$ cat config.mk
export PLATFORM = sky130hd
export DESIGN_NAME = bubsys_snd_mixer_flat
export DESIGN_NICKNAME = d
export VERILOG_FILES = /design/src/rtl/bubsys_snd_mixer_if.sv /design/src/rtl/bubsys_snd_mixer.sv /design/src/flat_wrapper.sv
export SDC_FILE = /design/constraint.sdc
export NUM_CORES = 1
export LEC_CHECK = 0
export BUFFER_PORTS_ARGS = -buffer_cell sky130_fd_sc_hd__buf_2
export CORE_AREA = 2 2 125 127
export DETAILED_ROUTE_END_ITERATION = 6
export DIE_AREA = 0 0 127 129
export HOLD_SLACK_MARGIN = 0.05
export PLACE_DENSITY = 0.76
export SETUP_SLACK_MARGIN = 0.5
export SKIP_LAST_GASP = 1
export SLEW_MARGIN = 20
export SYNTH_ARGS = -nofsm -noshare
export SYNTH_HDL_FRONTEND = slang
export SYNTH_SLANG_ARGS = --single-unit
$ cat constraint.sdc
create_clock -name i_EMU_CLK72M -period 11.5 [get_ports i_EMU_CLK72M]
set_clock_uncertainty 0.1 [all_clocks]
set_input_delay 2.3 -clock i_EMU_CLK72M [delete_from_list [all_inputs] [get_ports i_EMU_CLK72M]]
set_output_delay 2.3 -clock i_EMU_CLK72M [all_outputs]
set_load 0.005 [all_outputs]
$ cat src/rtl/bubsys_snd_mixer_if.sv
// Sample-side bundle of the Bubble System sound mixer: channel samples, volume
// codes and strobe in; mixed stereo sample, valid pulse and overrun flag out.
interface bubsys_snd_mixer_if;
  logic        i_SAMPLE_CEN;
  logic [15:0] i_CH0;
  logic [15:0] i_CH1;
  logic [15:0] i_CH2;
  logic [15:0] i_CH3;
  logic [15:0] i_VOL;
  logic [15:0] o_SND_L;
  logic [15:0] o_SND_R;
  logic        o_SND_VALID;
  logic        o_OVERRUN;

  modport master (
    output i_SAMPLE_CEN, i_CH0, i_CH1, i_CH2, i_CH3, i_VOL,
    input  o_SND_L, o_SND_R, o_SND_VALID, o_OVERRUN
  );

  modport slave (
    input  i_SAMPLE_CEN, i_CH0, i_CH1, i_CH2, i_CH3, i_VOL,
    output o_SND_L, o_SND_R, o_SND_VALID, o_OVERRUN
  );
endinterface

$ cat src/rtl/bubsys_snd_mixer.sv
// Four-channel volume-scaled mixer with one shared MAC and output saturation.
// Optional output low-pass stage enabled by defining BUBSYS_MIX_LPF_EN.
//
// state   | meaning
// --------+--------------------------------------------------------------
// ST_IDLE | waiting for a strobe; latches samples and volumes on strobe
// ST_MAC  | one channel per cycle: acc += sample * (8 + vol), 4 cycles
// ST_OUT  | shift by 3, clamp, drive outputs (or load the filter state)
// ST_LPF  | filter build only: drive outputs from the filter state
module bubsys_snd_mixer #(
  parameter int SAT_MAX = 32767,
  parameter int SAT_MIN = -32768
) (
  input  logic               i_EMU_CLK72M,
  input  logic               i_EMU_RST_n,
  bubsys_snd_mixer_if.slave  mix
);

  typedef enum logic [1:0] {
    ST_IDLE = 2'd0,
    ST_MAC  = 2'd1,
    ST_OUT  = 2'd2,
    ST_LPF  = 2'd3
  } state_t;

  localparam logic signed [22:0] SAT_MAX_W = 23'(SAT_MAX);
  localparam logic signed [22:0] SAT_MIN_W = 23'(SAT_MIN);

  state_t            state_q;
  logic [1:0]        ch_q;
  logic [3:0][15:0]  smp_q;
  logic [15:0]       vol_q;
  logic signed [22:0] acc_q;
  logic [15:0]       snd_q;
  logic              valid_q;
  logic              ovr_q;

  logic [15:0]        smp_sel;
  logic [3:0]         vol_sel;
  logic [4:0]         gain;
  logic signed [22:0] prod;
  logic signed [22:0] acc_d;
  logic signed [22:0] shr;
  logic [15:0]        sat_d;

  always_comb begin
    smp_sel = smp_q[ch_q];
    vol_sel = vol_q[{ch_q, 2'b00} +: 4];
    // 8 + signed code is just the code with its sign bit inverted
    gain    = {1'b0, ~vol_sel[3], vol_sel[2:0]};
    prod    = $signed({{7{smp_sel[15]}}, smp_sel}) * $signed({18'd0, gain});
    acc_d   = acc_q + prod;
    shr     = acc_q >>> 3;
    if (shr > SAT_MAX_W) begin
      sat_d = SAT_MAX_W[15:0];
    end else if (shr < SAT_MIN_W) begin
      sat_d = SAT_MIN_W[15:0];
    end else begin
      sat_d = shr[15:0];
    end
  end

`ifdef BUBSYS_MIX_LPF_EN
  logic [15:0]        y_q;
  logic signed [16:0] lpf_diff;
  logic signed [16:0] lpf_y;

  always_comb begin
    lpf_diff = $signed({sat_d[15], sat_d}) - $signed({y_q[15], y_q});
    lpf_y    = $signed({y_q[15], y_q}) + (lpf_diff >>> 2);
  end
`endif

  always_ff @(posedge i_EMU_CLK72M) begin
    if (!i_EMU_RST_n) begin
      state_q <= ST_IDLE;
      ch_q    <= 2'd0;
      smp_q   <= '0;
      vol_q   <= '0;
      acc_q   <= '0;
      snd_q   <= '0;
      valid_q <= 1'b0;
      ovr_q   <= 1'b0;
`ifdef BUBSYS_MIX_LPF_EN
      y_q     <= '0;
`endif
    end else begin
      valid_q <= 1'b0;
      if (mix.i_SAMPLE_CEN && (state_q != ST_IDLE)) begin
        ovr_q <= 1'b1;
      end
      case (state_q)
        ST_IDLE: begin
          if (mix.i_SAMPLE_CEN) begin
            smp_q   <= {mix.i_CH3, mix.i_CH2, mix.i_CH1, mix.i_CH0};
            vol_q   <= mix.i_VOL;
            acc_q   <= '0;
            ch_q    <= 2'd0;
            state_q <= ST_MAC;
          end
        end
        ST_MAC: begin
          acc_q <= acc_d;
          ch_q  <= ch_q + 2'd1;
          if (ch_q == 2'd3) begin
            state_q <= ST_OUT;
          end
        end
        ST_OUT: begin
`ifdef BUBSYS_MIX_LPF_EN
          y_q     <= lpf_y[15:0];
          state_q <= ST_LPF;
`else
          snd_q   <= sat_d;
          valid_q <= 1'b1;
          state_q <= ST_IDLE;
`endif
        end
`ifdef BUBSYS_MIX_LPF_EN
        ST_LPF: begin
          snd_q   <= y_q;
          valid_q <= 1'b1;
          state_q <= ST_IDLE;
        end
`endif
        default: state_q <= ST_IDLE;
      endcase
    end
  end

  assign mix.o_SND_L     = snd_q;
  assign mix.o_SND_R     = snd_q;
  assign mix.o_SND_VALID = valid_q;
  assign mix.o_OVERRUN   = ovr_q;

endmodule

$ cat src/flat_wrapper.sv
// flat-port wrapper written by rule: the top's interface ports become plain ports
module bubsys_snd_mixer_flat 
#(
  parameter int SAT_MAX = 32767,
  parameter int SAT_MIN = -32768
)
  (i_EMU_CLK72M, i_EMU_RST_n, mix_i_SAMPLE_CEN, mix_i_CH0, mix_i_CH1, mix_i_CH2, mix_i_CH3, mix_i_VOL, mix_o_SND_L, mix_o_SND_R, mix_o_SND_VALID, mix_o_OVERRUN);
  bubsys_snd_mixer_if mix_i ();
  input  logic i_EMU_CLK72M;
  input  logic i_EMU_RST_n;
  input wire logic [$bits(mix_i.i_SAMPLE_CEN)-1:0] mix_i_SAMPLE_CEN;
  input wire logic [$bits(mix_i.i_CH0)-1:0] mix_i_CH0;
  input wire logic [$bits(mix_i.i_CH1)-1:0] mix_i_CH1;
  input wire logic [$bits(mix_i.i_CH2)-1:0] mix_i_CH2;
  input wire logic [$bits(mix_i.i_CH3)-1:0] mix_i_CH3;
  input wire logic [$bits(mix_i.i_VOL)-1:0] mix_i_VOL;
  output wire logic [$bits(mix_i.o_SND_L)-1:0] mix_o_SND_L;
  output wire logic [$bits(mix_i.o_SND_R)-1:0] mix_o_SND_R;
  output wire logic [$bits(mix_i.o_SND_VALID)-1:0] mix_o_SND_VALID;
  output wire logic [$bits(mix_i.o_OVERRUN)-1:0] mix_o_OVERRUN;
  assign mix_i.i_SAMPLE_CEN = mix_i_SAMPLE_CEN;
  assign mix_i.i_CH0 = mix_i_CH0;
  assign mix_i.i_CH1 = mix_i_CH1;
  assign mix_i.i_CH2 = mix_i_CH2;
  assign mix_i.i_CH3 = mix_i_CH3;
  assign mix_i.i_VOL = mix_i_VOL;
  assign mix_o_SND_L = mix_i.o_SND_L;
  assign mix_o_SND_R = mix_i.o_SND_R;
  assign mix_o_SND_VALID = mix_i.o_SND_VALID;
  assign mix_o_OVERRUN = mix_i.o_OVERRUN;
  bubsys_snd_mixer #(.SAT_MAX(SAT_MAX), .SAT_MIN(SAT_MIN)) u_core (.i_EMU_CLK72M(i_EMU_CLK72M), .i_EMU_RST_n(i_EMU_RST_n), .mix(mix_i));
endmodule
==> impl_metrics.py <==
metrics = {
    "worst_setup_path": {
        "startpoint_type": "flop",
        "worst_setup_path_end_kind": "flop",
        "arrival_ns": 5.57,
        "crit_path_max_fanout": 22,
        "crit_type": "flop to flop",
        "critPathRequiredTime_ns": 11.71,
    },
    "layout": {
        "final_area_sq_um": 9338,
        "drive_gt1_share_pct": 17.41,
        "nNetsFinal": 1230,
        "area_delta_synth_final_pct": 14.59,
        "final_cells": 1245,
        "diodes": 0,
    },
    "floorplan": {
        "dieArea_sq_um": 16380,
        "fp.dieW_microns": 127,
        "dieHeight_microns": 129,
        "start_util_pct": 54.41,
        "core_sq_um": 14980,
        "pin_count": 117,
        "num_rows": 45,
    },
    "clock_tree": {
        "post_cts_resized": 0,
        "cts_sinks": 125,
        "cts-root-buf": "clkbuf_16",
        "cts_hold_buf": 0,
        "cts_buffer_depth": 2,
        "cts_tree": "built",
        "postCtsSetupBuffers": 0,
        "clock_latency_ns": 0.43,
        "clk_pin_slew_ns": 0.07,
        "numCtsBuffers": 17,
        "htree_levels": 4,
    },
    "grt": {
        "track_usage_pct": 23.27,
        "grt_overflow_total": 0,
        "antenna_found_initial": 0,
        "grt_pass1_wl_mm": 30.24,
        "grt_start_max_net_pins": 84,
        "grt_pass1_vias": 6335,
    },
    "timing": {
        "worst_pin_slew_ns": 0.9837,
        "hold_viol_final": 0,
        "post-route-period-util_pct": 46.59,
        "maxSlewHeadroom_pct": 34.33,
        "final-setup-viol-count": 0,
        "finalSetupTns_ns": 0,
        "fin_ws_ns": 6.142,
        "grt_setup_unrepaired": "false",
        "max_freq_mhz": 186.7,
        "period_minus_slack_ns": 5.358,
        "slew_viol_final": 0,
    },
    "place": {
        "portBuffers": 116,
        "hpwl_mm": 13.12,
        "place_ws_ns": 6.115,
        "placed_cell_area_sq_um": 8678,
        "dp_cells": 1213,
        "gp_congestion": 0.8834,
    },
    "yosys": {
        "syn_area_sq_um": 8149,
        "synth_flop_cell": "dfxtp_1",
        "synth-edff-count": 0,
        "yosysUniqueCellTypes": 45,
        "synth_seq_cells": 125,
        "yosys_warnings": 0,
        "synth_cells": 970,
        "synth-seq-area-share_pct": 30.71,
        "async_reset_ff_share_pct": 0,
        "avgSynthCellArea_sq_um": 8.401,
        "synth_nets": 1156,
    },
    "job": {
        "cap_violations": 0,
    },
    "route": {
        "met1_length_mm": 8.680,
        "via_per_inst": 5.224,
        "drtIter0Drc": 315,
        "top_layer": "met4",
        "wl_met2_mm": 8.105,
        "drtAntennaViolNets": 0,
        "drtPass1Iterations": 4,
        "drcViolationCount": 0,
        "totalWireLength_mm": 18.03,
        "vias": 6504,
        "wire_per_inst_microns": 14.49,
        "wl_met3_mm": 1.016,
    },
    "run_status": {
        "status": "complete, no violations",
    },
    "power": {
        "power.leakage_uw": 0.004310,
        "peakVddDrop_v": 0.0001154,
        "power_uw": 1278,
        "power_density_nw_per_um2": 136.8,
    },
    "worst_hold_path": {
        "hold_class": "flop to flop",
    },
}
[cell usage after synthesis (all sizes together), types with 2 or more instances]
master	n	area (sq um)
nor3	3	15.01
and2	45	281.5
xnor2	9	78.83
o21a	3	22.52
or2	2	12.52
a32o	2	20.02
xor2	11	96.34
a21o	6	45.04
nand4	2	12.51
o211ai	4	30.03
inv	107	401.6
nor2	20	75.07
a2111oi	2	30.03
nand2b	7	43.79
a31oi	4	25.02
buf	30	197.7
and3	2	12.51
a211oi	2	25.02
nor4	2	12.51
nand3	16	80.08
clkbuf	37	138.9
nor2b	17	106.4
fa	56	1121
mux4	20	450.4
ha	47	588.1
mux2i	2	20.02
dfxtp	125	2502
a21oi	129	645.6
o21ai	36	183.9
nand2	213	799.5
[critical path, cell delays in order, from the launching register on]
cell,delay (ns)
dfxtp_1,0.96
mux4_2,0.53
and2_1,0.41
fa_1,0.50
fa_1,0.49
inv_1,0.05
fa_1,0.52
inv_1,0.04
ha_1,0.39
a21oi_1,0.18
o21ai_1,0.14
a2111oi_2,0.40
o21bai_1,0.10
a31oi_1,0.19
xor2_1,0.15
o21ai_0,0.08
[cells by family after synthesis]
family          Yosys count  synth area share, %
fa+ha+maj               103                20.97
mux                      22                5.773
xor+xnor                 20                2.150
flops                   125                30.71
compound gates          196                13.48
simple gates            329                17.81
buf+inv                 175                9.105
[stage by stage]
step	util, %	hold WS (ns)
2_1_floorplan	-	0.3331
3_3_place_gp	57.94	0.3393
3_5_place_dp	57.94	0.3456
4_1_cts	62.35	0.3536
5_1_grt	62.35	0.3724
6_report	62.35	0.3535
[state kept, by name, indices dropped and copies added, names as in the netlist]
signal,flops
u_core.acc_q,23
u_core.smp_q,64
u_core.mix.o_OVERRUN,1
u_core.mix.o_SND_L,16
u_core.mix.o_SND_VALID,1
u_core.state_q,2
u_core.vol_q,16
u_core.ch_q,2
[final cells by class]
class / count / area [sq um]
Fill cell: 1291 / 5639
Clock buffer: 21 / 480.5
Inverter: 108 / 406.6
Clock inverter: 11 / 178.9
Sequential cell: 125 / 2502
Tap cell: 188 / 235.2
Timing Repair Buffer: 122 / 625.6
Multi-Input combinational cell: 670 / 4908
[placed cells by master (no fill, tap or decap), drive strengths merged, types with 3 or more instances in the layout]
cell / synthesis / layout
nor2b: 17 / 17
nand2b: 7 / 7
a21oi: 129 / 129
xor2: 11 / 11
nand3: 16 / 16
fa: 56 / 56
o21a: 3 / 3
clkinv: 1 / 4
bufinv: 0 / 4
o211ai: 4 / 4
nand2: 213 / 213
dfxtp: 125 / 125
mux4: 20 / 20
inv: 107 / 109
nor3: 3 / 3
a31oi: 4 / 4
clkbuf: 37 / 21
and2: 45 / 45
xnor2: 9 / 9
ha: 47 / 47
buf: 30 / 122
o21ai: 36 / 36
a21o: 6 / 6
nor2: 20 / 20
[per-layer routing]
layer / up-vias / global-route usage (%)
met5: - / 0
met4: 0 / 6.335
met3: 19 / 5.572
met2: 187 / 36.97
met1: 3022 / 32.17
li1: 3276 / -
[final timing paths]
path              depth (start not counted)  slack, ns                           from                            end
setup / recovery                         15       6.14    u_core.ch_q[1]$_SDFFE_PN0P_  u_core.acc_q[21]$_SDFFE_PN0P_
hold / removal                            2       0.35  u_core.smp_q[22]$_SDFFE_PN0P_  u_core.smp_q[22]$_SDFFE_PN0P_
setup reg to reg                         15       6.14    u_core.ch_q[1]$_SDFFE_PN0P_  u_core.acc_q[21]$_SDFFE_PN0P_
hold reg to reg                           2       0.35  u_core.smp_q[22]$_SDFFE_PN0P_  u_core.smp_q[22]$_SDFFE_PN0P_
[report_power, final]
group / switching [uW] / internal (uW) / total (uW)
logic: 126 / 83.6 / 209
clock network: 206 / 388 / 594
registers: 18.2 / 456 / 474
total: 350 / 928 / 1280
Power figures use the tool's default switching activity.
